[config.mk]
export PLATFORM = sky130hd
export DESIGN_NAME = load_store_unit
export DESIGN_NICKNAME = d
export VERILOG_FILES = /design/src/rtl/load_store_unit.sv
export SDC_FILE = /design/constraint.sdc
export NUM_CORES = 1
export LEC_CHECK = 0
export ABC_AREA = 1
export ABC_CLOCK_PERIOD_IN_PS = 2150
export CORE_UTILIZATION = 39
export CTS_BUF_LIST = sky130_fd_sc_hd__clkbuf_4 sky130_fd_sc_hd__clkbuf_8
export DETAILED_ROUTE_END_ITERATION = 10
export GPL_ROUTABILITY_DRIVEN = 0
export HOLD_SLACK_MARGIN = 0.1
export MAX_ROUTING_LAYER = met4
export PLACE_DENSITY_LB_ADDON = 0.12
export SYNTH_ARGS = -nofsm -noshare
export SYNTH_HDL_FRONTEND = slang
export SYNTH_SLANG_ARGS = --single-unit
[constraint.sdc]
create_clock -name clk -period 2.15 [get_ports clk]
set_input_delay 0.43 -clock clk [delete_from_list [all_inputs] [get_ports clk]]
set_output_delay 0.43 -clock clk [all_outputs]
set_load 0.005 [all_outputs]
[src/rtl/load_store_unit.sv]
`default_nettype none
// ============================================================================
// Module      : load_store_unit
// Description : Byte/halfword/word load-store unit with read-modify-write
//               sub-word stores against a single-ported word memory.
// Revision    : 1.0 - initial release
// ============================================================================
module load_store_unit #(
    parameter int MEM_WORDS = 64
) (
    input  logic        clk,
    input  logic        rst,
    input  logic        req_valid,
    output logic        req_ready,
    input  logic [2:0]  req_op,
    input  logic [31:0] req_addr,
    input  logic [31:0] req_wdata,
    output logic        resp_valid,
    input  logic        resp_ready,
    output logic [31:0] resp_data,
    output logic        resp_err,
    output logic        MemRead,
    output logic        MemWrite,
    output logic [31:0] addr,
    output logic [31:0] write_data,
    input  logic [31:0] read_data
);

    localparam logic [2:0]  c_OP_LB  = 3'b000;
    localparam logic [2:0]  c_OP_LH  = 3'b001;
    localparam logic [2:0]  c_OP_LW  = 3'b010;
    localparam logic [2:0]  c_OP_SW  = 3'b011;
    localparam logic [2:0]  c_OP_LBU = 3'b100;
    localparam logic [2:0]  c_OP_LHU = 3'b101;
    localparam logic [2:0]  c_OP_SB  = 3'b110;
    localparam logic [2:0]  c_OP_SH  = 3'b111;
    localparam logic [32:0] c_ADDR_LIMIT = 33'(4 * MEM_WORDS);

    typedef enum logic [1:0] {
        IDLE = 2'd0,
        RD   = 2'd1,
        WR   = 2'd2,
        RESP = 2'd3
    } state_t;

    state_t      r_state;
    state_t      w_next;
    logic [2:0]  r_op;
    logic [31:0] r_addr;
    logic [31:0] r_wdata;
    logic [31:0] r_data;
    logic        r_err;

    logic        w_req_err;
    logic [4:0]  w_shamt;
    logic [31:0] w_shifted;
    logic [7:0]  w_byte;
    logic [15:0] w_half;
    logic [31:0] w_load;
    logic [31:0] w_merge;

    function automatic logic f_is_half(input logic [2:0] op);
        return (op == c_OP_LH) || (op == c_OP_LHU) || (op == c_OP_SH);
    endfunction

    function automatic logic f_is_word(input logic [2:0] op);
        return (op == c_OP_LW) || (op == c_OP_SW);
    endfunction

    function automatic logic f_is_subword_store(input logic [2:0] op);
        return (op == c_OP_SB) || (op == c_OP_SH);
    endfunction

    always_comb begin
        w_req_err = ({1'b0, req_addr} >= c_ADDR_LIMIT)
                  || (f_is_half(req_op) && req_addr[0])
                  || (f_is_word(req_op) && (req_addr[1:0] != 2'b00));
    end

    always_ff @(posedge clk or negedge rst) begin
        if (!rst) begin
            r_state <= IDLE;
        end else begin
            r_state <= w_next;
        end
    end

    always_comb begin
        w_next     = r_state;
        req_ready  = 1'b0;
        MemRead    = 1'b0;
        MemWrite   = 1'b0;
        addr       = 32'h0;
        write_data = 32'h0;
        resp_valid = 1'b0;
        resp_data  = 32'h0;
        resp_err   = 1'b0;
        case (r_state)
            IDLE: begin
                req_ready = 1'b1;
                if (req_valid) begin
                    if (w_req_err) begin
                        w_next = RESP;
                    end else if (req_op == c_OP_SW) begin
                        w_next = WR;
                    end else begin
                        w_next = RD;
                    end
                end
            end
            RD: begin
                MemRead = 1'b1;
                addr    = {2'b00, r_addr[31:2]};
                w_next  = f_is_subword_store(r_op) ? WR : RESP;
            end
            WR: begin
                MemWrite   = 1'b1;
                addr       = {2'b00, r_addr[31:2]};
                write_data = w_merge;
                w_next     = RESP;
            end
            RESP: begin
                resp_valid = 1'b1;
                resp_data  = r_data;
                resp_err   = r_err;
                if (resp_ready) begin
                    w_next = IDLE;
                end
            end
            default: w_next = IDLE;
        endcase
    end

    // Little-endian lane selection from the registered byte offset
    always_comb begin
        w_shamt   = {r_addr[1:0], 3'b000};
        w_shifted = read_data >> w_shamt;
        w_byte    = w_shifted[7:0];
        w_half    = r_addr[1] ? read_data[31:16] : read_data[15:0];
        case (r_op)
            c_OP_LB:  w_load = {{24{w_byte[7]}}, w_byte};
            c_OP_LBU: w_load = {24'h0, w_byte};
            c_OP_LH:  w_load = {{16{w_half[15]}}, w_half};
            c_OP_LHU: w_load = {16'h0, w_half};
            default:  w_load = read_data;
        endcase
    end

    // r_data holds the word captured in RD while a sub-word store is in WR
    always_comb begin
        case (r_op)
            c_OP_SB: w_merge = (r_data & ~(32'h0000_00FF << w_shamt))
                             | ({24'h0, r_wdata[7:0]} << w_shamt);
            c_OP_SH: w_merge = r_addr[1] ? {r_wdata[15:0], r_data[15:0]}
                                         : {r_data[31:16], r_wdata[15:0]};
            default: w_merge = r_wdata;
        endcase
    end

    always_ff @(posedge clk or negedge rst) begin
        if (!rst) begin
            r_op    <= 3'b000;
            r_addr  <= 32'h0;
            r_wdata <= 32'h0;
            r_data  <= 32'h0;
            r_err   <= 1'b0;
        end else begin
            case (r_state)
                IDLE: begin
                    if (req_valid) begin
                        r_op    <= req_op;
                        r_addr  <= req_addr;
                        r_wdata <= req_wdata;
                        r_data  <= 32'h0;
                        r_err   <= w_req_err;
                    end
                end
                RD:      r_data <= f_is_subword_store(r_op) ? read_data : w_load;
                WR:      r_data <= 32'h0;
                default: r_data <= r_data;
            endcase
        end
    end

endmodule
`default_nettype wire
* Yosys cells after proc, flatten, opt, wreduce, memory -nomap -nowiden
Index checks and enable logic that the tools add are counted.
Storage, ports and cells: output and inout port bits 101, word-level logic and storage cells 65, register bits 102
Operators by class: shift operators 3, bitwise logic cells 3, equality and inequality tests 15, multiplexer cells 21, reduce and logical (&&, ||, !) cells 16, $lt $le $gt $ge 1
Operators by type and width (number):
- 32-bit two-way mux | 5
- 32-bit case mux with 4 select lines | 1
- 32-bit case mux with 3 select lines | 1
- 32-bit case mux with 2 select lines | 1
- 32-bit AND | 1
- 32-bit by 9-bit greater-or-equal comparator with 1-bit output (second input constant) | 1
- 32-bit NOT | 1
- 32-bit bitwise OR | 1
- 8-bit by 5-bit left shift with 32-bit output | 1
- 8-bit by 5-bit left shift with 32-bit output (first input constant) | 1
- 32-bit by 5-bit >> shifter with 8-bit output | 1
- 30-bit two-way mux | 1
- 3-bit equality test (second input constant) | 6
- 16-bit two-way mux | 1
- 2-bit two-way mux | 4
- 2-bit case mux with 4 select lines | 1
- 3-bit by 1-bit equality test with 1-bit output (second input constant) | 2
- 3-bit by 2-bit equality test with 1-bit output (second input constant) | 2
- 1-bit logical OR | 6
- 1-bit two-way mux | 6
- 2-bit AND reduction | 3
- 2-bit equality test (second input constant) | 2
- 2-bit inequality test (second input constant) | 2
- 3-bit zero test | 1
- other kinds (6) | 7

* Longest topological paths before layout
depth after elaboration 9, mapped depth 10, gate-level depth less buffers 9

* Worst setup path after synthesis
Ideal clock, no wire load.
path type register to output, from reg r_state[0], to out write_data[12], setup slack 0.263 ns, buffers on the path 2, arrival 1.457 ns, stages on the path, launching flop included 7, cells stage by stage dfrtp_1 -> inv_1 -> ha_1 -> clkbuf_1 -> clkbuf_1 -> o21ai_0 -> a211oi_1
On the way: cells in the longest elaborated chain, start to end 2
Ends and longest elaborated chain:
- start, declared | line 46 | state_t r_state;
- start signal, assigned | line 84 | r_state <= w_next;
- 2-bit equality test | line 98 | case (r_state)
- 32-bit two-way mux | line 98
- end, declared | line 25 | output logic [31:0] write_data,
Every way passes these cells.

* Worst setup path after layout
from reg r_op[2], to out write_data[2]
On the way: cells in the longest elaborated chain, start to end 3, elaborated cells between the ends (all ways) 4, those cells by class eq/ne: 2; mux: 2
Ends and longest elaborated chain:
- start, declared | line 48 | logic [2:0] r_op;
- start signal, assigned | line 171 | r_op <= req_op;
- 3-bit equality test | line 151 | case (r_op)
- 32-bit case mux with 2 select lines (*) | line 151
- 32-bit two-way mux (*) | line 98
Mark *: on every way between the ends. The rest lies on a longest branch, timed or not.

==> impl_table.tex <==
\begin{tabular}{lr}
\hline
Metric & Value \\
\hline
\multicolumn{2}{l}{\textbf{Status}} \\
Run status & finished with violations \\
Failing checks & setup timing \\
\multicolumn{2}{l}{\textbf{Flow run}} \\
Max-cap check violation count & 0 \\
\multicolumn{2}{l}{\textbf{Setup path}} \\
Critical Path Fanout Max & 8 \\
Req. time, crit path & 1.72 ns \\
Critical path's slowest cell & sky130\_fd\_sc\_hd\_\_dfrtp\_1 \\
Critical path start-end classification & reg2out \\
Worst path buffer plus inverter count & 4 \\
CP max stage delay & 0.41 ns \\
CP Depth & 9 \\
Critical Path End Type & primary output \\
Cells traversed along the worst timing path & nand2\_4 > inv\_4 > nand2\_4 > buf\_12 > buf\_12 > nand2\_8 > o21ai\_2 > a211oi\_2 > buf\_2 \\
Top delay family on crit path & buffers and inverters \\
Path depth of the worst reg2reg path & 10 \\
Startpoint types & flop \\
Arrival @ worst endpoint & 1.83 ns \\
\multicolumn{2}{l}{\textbf{Placed design}} \\
Worst Setup Slack post-DPL & -0.0654 ns \\
Port buffer count & about 200 \\
Placed cells & 1,432 \\
Detail Placement HPWL & 16,800 microns \\
\multicolumn{2}{l}{\textbf{Cells and area}} \\
Ant. Diodes & 0 \\
Sequential cell area & around 2600 sq um \\
Layout-stage area growth over the synthesis result & 57.8\% \\
Number of nets at the end of the flow & 1,382 \\
Area of the multi-input gates & roughly 3700 sq um \\
Commonest non-fill, non-tap cell in the layout & sky130\_fd\_sc\_hd\_\_nand2\_1 \\
Leading cell types in the layout, fill and taps excluded & sky130\_fd\_sc\_hd\_\_nand2\_1 (367), sky130\_fd\_sc\_hd\_\_inv\_1 (111), sky130\_fd\_sc\_hd\_\_clkdlybuf4s50\_1 (101), sky130\_fd\_sc\_hd\_\_dfrtp\_1 (101), sky130\_fd\_sc\_hd\_\_nor2\_1 (70) \\
Share of final-layout standard cells stronger than drive strength 1 & 27.7\% \\
Filler cells & 1,490 \\
Final Core Density & 64.0\% \\
Final cell count without fillers & 1,496 \\
\multicolumn{2}{l}{\textbf{Die}} \\
Row count & 46 \\
Chip Height & 131 microns \\
Initial core utilization & 40.5\% \\
Standard cell core area & roughly 16,000 sq um \\
I/O pins & 204 \\
DIE WIDTH & $\sim$130 microns \\
Total die area & roughly 17,000 sq um \\
\multicolumn{2}{l}{\textbf{Yosys}} \\
Synth top area share & 39.1\% \\
Dominant synthesized flop cell & sky130\_fd\_sc\_hd\_\_dfrtp\_1 \\
Top cell type by total area after synthesis & sky130\_fd\_sc\_hd\_\_dfrtp\_1 \\
Number of unique standard cell types used by synthesis & 30 \\
Synthesized area per cell & 6.54 sq um \\
Sequential share of the synthesized area & 39.1\% \\
Combinational family with the most area after synthesis & simple AND/OR/NAND/NOR gates \\
Synthesized-area fraction occupied by and/or/nand/nor cells & about 31\% \\
YS warnings & 0 \\
Number of synthesized flops with an enable pin & 0 \\
Ranking of synthesized cells by area & sky130\_fd\_sc\_hd\_\_dfrtp\_1 (39\%), sky130\_fd\_sc\_hd\_\_nand2\_1 (23\%), sky130\_fd\_sc\_hd\_\_inv\_1 (8.0\%) \\
Synth Area in XOR/XNOR & 0\% \\
Synthesized-area fraction occupied by ao, oa, aoi and oai cells & 15.1\% \\
Number of synthesized register bits & 102 \\
Arithmetic-cell share of the synthesized area counting full adders, half adders and majority gates & 0.766\% \\
Post-synthesis async set-or-reset flop share & 100\% \\
Number of instances in the synthesized netlist & 998 \\
Mux cell area share after synthesis & roughly 1.2\% \\
Area of the mapped netlist & 6530 sq um \\
\multicolumn{2}{l}{\textbf{Detailed routing}} \\
Wire per inst & 16.5 microns \\
Antenna-violating nets left & 0 \\
First-iteration detailed-routing DRC count & between 500 and 600 \\
Drc violations & 0 \\
Total Wirelength & about 25,000 microns \\
Average vias per placed instance & 5.03 \\
Number of iterations in the first detailed-routing pass & 7 \\
Count of vias placed by the detailed router & approximately 7,500 \\
\multicolumn{2}{l}{\textbf{Power}} \\
Clock network fraction of total power & between 8 and 9\% \\
Psw & 0.00665 W \\
Largest vdd supply drop & 1260 uV \\
Leakage power & 5.78 nW \\
Overall power of the completed layout & 0.0145 W \\
Sw Share & 46.0\% \\
Pwr/cell area & 1400 nW/um\^{}2 \\
Internal Power & 0.00781 W \\
Combinational Power Share & roughly two thirds \\
Part of the power in registers & 23.8\% \\
\multicolumn{2}{l}{\textbf{Timing}} \\
Final setup viols & 36 \\
Crit path time final & approximately 2.3 ns \\
Highest attainable clock frequency & $\sim$440 MHz \\
Unrepaired setup endpoints after global routing & true \\
Final Skew & 0.00682 ns \\
Final hold vios & 0 \\
Minimum hold slack & 0.489 ns \\
Count of pins over their slew limit & 0 \\
Final setup slack of the worst path & -0.108 ns \\
Portion of the clock cycle consumed by the worst path in the final layout & 105\% \\
\multicolumn{2}{l}{\textbf{Global route}} \\
Maximum number of pins on one net before global-route repair & 51 \\
Vias in the first global route & slightly above 7,000 \\
Overall fraction of global-route tracks in use & 29.2\% \\
Initial antenna violation count & 0 \\
Global-route congestion overflow total & 0 \\
First-pass GRT wire length & roughly 38,000 microns \\
\multicolumn{2}{l}{\textbf{Clock network}} \\
CTS tree & yes \\
H-tree lvl count & 3 \\
Clk\_lat worst skew & between 0.3 and 0.4 ns \\
Root Buffer Master & sky130\_fd\_sc\_hd\_\_clkbuf\_8 \\
Clock sinks & 102 \\
Maximum clock path buffer count & 2 \\
Clock-pin slew on the worst setup and hold paths & 0.10 ns \\
Inserted Clock Buffers & 9 \\
\multicolumn{2}{l}{\textbf{Hold path}} \\
Worst hold path class & reg2reg \\
Number of cells on the worst hold path & 2 \\
\hline
\end{tabular}
==> area by class of cell <==
class / count / share of cell area (%)
clock buffer: 13 / 1.55
clock inverter: 3 / 0.194
tap: 216 / 2.62
multi-input combinational: 700 / 35.7
sequential: 102 / 24.8
inverter: 145 / 5.41
timing repair buffer: 317 / 29.8
==> cell families (layout without fill, tap and decap cells) <==
family | count (synthesis) | count (layout)
AO/OA/AOI/OAI | 168 | 168
multiplexers | 8 | 8
adder cells (fa/ha/maj) | 4 | 4
buffers and inverters | 197 | 478
other | 1 | 2
AND/OR/NAND/NOR | 518 | 518
flip-flops | 102 | 102
==> repair_timing <==
action / CTS / global route
pin swaps: 50 / 37
hold buffers: 1 / 0
setup endpoints to repair: 98 / 94
setup buffers: 36 / 9
cloned: 9 / 1
endpoints found under the hold margin: 29 / 0
gates resized for setup: 488 / 129
==> worst reg2reg max path, stage by stage (launching register included) <==
cell	delay [ns]
sky130_fd_sc_hd__dfrtp_1	0.39
sky130_fd_sc_hd__inv_2	0.07
sky130_fd_sc_hd__buf_6	0.12
sky130_fd_sc_hd__ha_4	0.29
sky130_fd_sc_hd__buf_12	0.13
sky130_fd_sc_hd__nand2_1	0.07
sky130_fd_sc_hd__nand2_1	0.14
sky130_fd_sc_hd__nand2_2	0.17
sky130_fd_sc_hd__inv_1	0.21
sky130_fd_sc_hd__o21ai_0	0.14
sky130_fd_sc_hd__o22ai_1	0.16
==> power groups by stage <==
stage,logic (W),registers (W),clock network (W)
floorplan,0.00398,0.00316,0
CTS,0.00923,0.00333,0.00123
global route,0.0106,0.00351,0.00130
detailed placement,0.00747,0.00331,0
finish,0.00982,0.00344,0.00120
global placement,0.00738,0.00331,0
==> metal layers <==
metal	part of all wire, %	track usage, %
met3	7.9	6.75
met4	4.0	11.2
met2	48	47.7
met5	0	-
met1	40	35.0
==> per-stage QoR <==
stage	setup TNS [ns]	area, sq um
floorplan	0	6540
global placement	-0.0451	9160
detailed placement	-0.360	9160
CTS	-2.23	10100
global route	-6.00	10300
finish	-1.83	10300
==> cell usage after synthesis, types with 6 or more instances <==
master / count
sky130_fd_sc_hd__a21oi_1: 27
sky130_fd_sc_hd__buf_2: 15
sky130_fd_sc_hd__o211ai_1: 25
sky130_fd_sc_hd__mux2i_1: 8
sky130_fd_sc_hd__o22ai_1: 8
sky130_fd_sc_hd__clkbuf_1: 27
sky130_fd_sc_hd__nand2_1: 406
sky130_fd_sc_hd__a31oi_1: 9
sky130_fd_sc_hd__nand3_1: 15
sky130_fd_sc_hd__o21ai_0: 82
sky130_fd_sc_hd__dfrtp_1: 102
sky130_fd_sc_hd__buf_6: 6
sky130_fd_sc_hd__nor2_1: 78
sky130_fd_sc_hd__inv_1: 139
sky130_fd_sc_hd__a211oi_1: 8
sky130_fd_sc_hd__or2_2: 9
==> state kept, by name, indices dropped and copies added (netlist names) <==
signal and cells:
r_addr 32, r_data 32, r_err 1, r_op 3
r_state 2, r_wdata 32
==> final timing paths <==
kind	endpoint	slack [ns]	start
max in group asynchronous	r_addr[24]	1.03	rst
min in group asynchronous	r_data[16]	0.53	rst
hold reg to reg	r_wdata[25]	0.49	r_wdata[25]
hold / removal	r_wdata[25]	0.49	r_wdata[25]
setup reg to reg	r_data[1]	0.18	r_state[0]
setup / recovery	write_data[2]	-0.11	r_op[2]
(Power assumes the default switching activity.)
==> variant 1 (config.mk and constraints unchanged) <==
Make the reset (`rst`) synchronous in 2 clocked blocks.
--- a/src/rtl/load_store_unit.sv
+++ b/src/rtl/load_store_unit.sv
@@ -78,5 +78,5 @@
     end
 
-    always_ff @(posedge clk or negedge rst) begin
+    always_ff @(posedge clk) begin
         if (!rst) begin
             r_state <= IDLE;
@@ -158,5 +158,5 @@
     end
 
-    always_ff @(posedge clk or negedge rst) begin
+    always_ff @(posedge clk) begin
         if (!rst) begin
             r_op    <= 3'b000;
Formal check against the unedited RTL: differs if rst is asserted again (counterexample within 4 cycles, from zero or initial values and one cycle with rst low); with rst held inactive, the same outputs for 4 cycles.
==> variant 1 against the original RTL <==
  * Clock power rose by 9%
  * Sequential cell count unchanged
  * Non-clock buffer count increased by 9
  * Sequential share of layout area shrank 5.1 points
  * Area after synthesis down 3.9%
  * Wire length increased by 1.7%
  * The run still ends with negative setup slack left
  * Cell area grew 1.3%
  * Power decreased by 21%
  * Worst setup slack improved by 0.0021 ns
==> variant 1: results (changes against the original RTL) <==
clock_latency_ns: 0.40  # was 0.38 ns
r2r_slack_ns: 0.03  # was 0.18 ns
crit_slowest_cell: "dfxtp_2"  # was dfrtp_1
first_iter_violations: 473  # was 575
cp-endpoint: "write_data[1]"  # was write_data[2]
status: "complete, but fails checks"  # unchanged
met1Wirelength_mm: 10.2  # was 9.84 mm
violations: "negative setup slack"  # unchanged
layout-drive-gt1-share: 0.325  # was 0.277
synth_top_cells_by_count: "nand2_1, inv_1, nor2_1"  # was nand2_1, inv_1, dfrtp_1
viasPerCell: 5.14  # was 5.03
fin_ws_ns: -0.106  # was -0.108 ns
nets: 1409  # was 1,382
grt_use_met1: 0.360  # was 0.350
grt_pass1_wl_mm: 37.5  # was 38.4 mm
grt_max_degree: 61  # was 51
synth_flop_cell: "dfxtp_1"  # was dfrtp_1
use_met3: 0.0615  # was 0.0675
grt_pass1_vias: 7295  # was 7,233
powerDensity_nw_per_um2: 1090  # was 1400 nW/um^2
place_area_sq_um: 8760  # was 9160 sq um
wl_met2_mm: 12.0  # was 11.9 mm
setup_violations: 43  # was 36
p_sw_frac: 0.441  # was 0.460
grt_usage: 0.305  # was 0.292
combPwrFrac: 0.627  # was 0.679
startpoint: "r_op[1]"  # was r_op[2]
r2r_start: "r_state[1]"  # was r_state[0]
ff2ff_path_depth: 14  # was 10
==> variant 1: cell types whose count changed after synthesis, sizes merged, moves of 8 or more <==
cell    unedited run  this run
nand2            413       269
dfrtp            102         0
dfxtp              0       102
nor2              79       147
a21oi             27        92
o21ai             84       107
o211ai            25        11
a211oi            11         3
clkbuf            27        35
mux2i              8         0
nand3             15        23
o22ai              8        16
==> variant 1: area by class of cell <==
type	instances	area [sq um]
clock buffers	10	131
clock inverters	6	67.6
fillers	1447	5330
inverters	149	583
multi-input cells	714	4190
flip-flops and latches	102	2060
well taps	216	270
repair buffers	326	3140
==> variant 1: through the flow <==
| stage | hold WS, ns | util | worst slack, ns | TNS, ns | std cells |
|---|---|---|---|---|---|
| after floorplan | 0.455 | - | 0.457 | 0 | 1029 |
| after global placement | 0.461 | 0.555 | -0.0461 | -0.146 | 1439 |
| after detailed placement | 0.472 | 0.555 | -0.0757 | -0.335 | 1439 |
| after CTS | 0.491 | 0.631 | -0.145 | -4.23 | 1519 |
| after global routing | 0.521 | 0.662 | -0.192 | -5.64 | 1523 |
| final | 0.497 | 0.662 | -0.106 | -1.85 | 1523 |
==> variant 1: worst min-delay path: cells and delay by family, from the launching register on <==
family        cells  cell delay [ns]
simple gates      2             0.13
flops             1             0.34
==> variant 1: what timing repair did <==
action,CTS,global route
pin swaps,62,48
gates cloned,6,2
resized for setup,498,156
endpoints found under the setup margin,97,114
setup buffers,58,9
==> variant 1: cells by family after synthesis <==
family / Yosys count / synth area share
AND/OR/NAND/NOR: 455 / 0.300
AO/OA/AOI/OAI: 253 / 0.221
buffers and inverters: 213 / 0.145
flip-flops: 102 / 0.325
adder cells (fa/ha/maj): 4 / 0.00798
other: 1 / 0.000598
==> variant 2 (same settings) <==
Made on the original files. Set the parameter `MEM_WORDS` to 48 (it was 64).
--- a/src/rtl/load_store_unit.sv
+++ b/src/rtl/load_store_unit.sv
@@ -7,5 +7,5 @@
 // ============================================================================
 module load_store_unit #(
-    parameter int MEM_WORDS = 64
+    parameter int MEM_WORDS = 48
 ) (
     input  logic        clk,
Check against the original RTL: not equivalent (Yosys sat finds a counterexample within 4 cycles, from zero or initial values and one cycle with rst low).
==> variant 2 against the original RTL <==
  * The flow still finishes with violations (negative setup slack)
  * Core utilization is 4.6 points higher
  * Wire length is 4.4% higher
  * Die area is 2.1% lower
  * Highest routed layer unchanged
  * Sequential cell count stayed put
  * First-iteration DRC count is 2.3% lower
  * Area after synthesis is 2.1% lower
  * Critical path depth is 2 higher
  * Combinational power is 9% higher
  * Register-to-register slack worse by 0.31 ns
  * Cell area is 6.1% higher
  * Power is 11% higher
  * Clock skew is 0.0022 ns higher
  * Worst setup slack worse by 0.045 ns
==> variant 2: results (changes against the original RTL) <==
status: "complete, but fails checks"  # unchanged
violations: "negative setup slack"  # unchanged
grt_max_degree: 77  # was 51
grt_use_met1: 0.371  # was 0.350
fin_ws_ns: -0.153  # was -0.108 ns
met1Wirelength_mm: 10.0  # was 9.84 mm
postSynth.asyncResetShare: 1.00  # unchanged
use_met2: 0.476  # was 0.477
cts_setup_buffers: 43  # was 36
route.met3.wl_mm: 2.45  # was 1.96 mm
muxShareOfSynthArea: 0  # was 0.0123
ir_worst_vdd_uv: 1180  # was 1260 uV
combPwrFrac: 0.662  # was 0.679
stdcell_count: 1494  # was 1,496
crit_slowest_cell: "dfrtp_1"  # unchanged
hold_class: "in -> async"  # was reg -> reg
fin_hold_ws_ns: 0.455  # was 0.489 ns
first_pass_iters: 5  # was 7
startpoint: "r_op[1]"  # was r_op[2]
cp_slowest_stage_delay_ns: 0.38  # was 0.41 ns
postCtsResizedCells: 434  # was 488
synth_compound_area_frac: 0.147  # was 0.151
p_sw_frac: 0.457  # was 0.460
antenna_found_initial: 1  # was 0
yosysSeqAreaShare: 0.399  # was 0.391
place_area_sq_um: 8950  # was 9160 sq um
netlist_instances: 976  # was 998
synth_xor_area_frac: 0  # unchanged
first_iter_violations: 562  # was 575
finClkSkew_ns: 0.00902  # was 0.00682 ns
cp-endpoint: "write_data[28]"  # was write_data[2]
pg_seq_mw: 3.74  # was 3.44 mW
fillers: 1330  # was 1,490
setup_violations: 80  # was 36
synthAdderAreaFrac: 0.00783  # was 0.00766
leakage_nw: 6.07  # was 5.78 nW
preCtsSetupSlack_ns: -0.0894  # was -0.0654 ns
r2r_slack_ns: -0.13  # was 0.18 ns
hpwl_mm: 17.0  # was 16.8 mm
cp.arrival_ns: 1.87  # was 1.83 ns
p_total_mw: 16.1  # was 14.5 mW
netlist-cell-type-count: 34  # was 30
path_max_fanout: 3  # was 8
layout-drive-gt1-share: 0.324  # was 0.277
ys_top_cells_by_area: "dfrtp_1, nand2_1, inv_1"  # unchanged
viasPerCell: 5.15  # was 5.03
rr_endpoint: "r_data[5]"  # was r_data[1]
wl_met2_mm: 12.3  # was 11.9 mm
tns_ns: -5.22  # was -1.83 ns
grt_pass1_wl_mm: 37.0  # was 38.4 mm
dp.cells: 1400  # was 1,432
grt_pass1_vias: 6941  # was 7,233
use_met3: 0.0791  # was 0.0675
grt_usage: 0.301  # was 0.292
htreeDepth: 3  # unchanged
wl_mm: 25.7  # was 24.6 mm
## variant 2: changes by cell type in the layout (fill, tap and decap cells not counted), moves of 8 or more
cell             delta
nand4_1             +9
nor3_2             +10
nand3_1             -8
inv_2              -11
nand2_2            +18
nor2_1             -30
a21oi_2             +9
clkdlybuf4s15_1    -11
o21ai_0            -21
buf_2              -11
a31oi_1             -8
buf_4               +9
dlymetal6s2s_1     +19
## variant 2: layout make-up
class | instances | area [sq um] | share of cell area
Inverter | 134 | 558 | 0.0510
Clock buffer | 10 | 131 | 0.0120
Multi-Input combinational cell | 690 | 3980 | 0.364
Sequential cell | 102 | 2550 | 0.234
Timing Repair Buffer | 330 | 3210 | 0.294
Clock inverter | 6 | 158 | 0.0144
Tap cell | 216 | 270 | 0.0247
Antenna cell | 1 | 2.50 | 0.000229
Timing Repair inverter | 5 | 62.6 | 0.00572
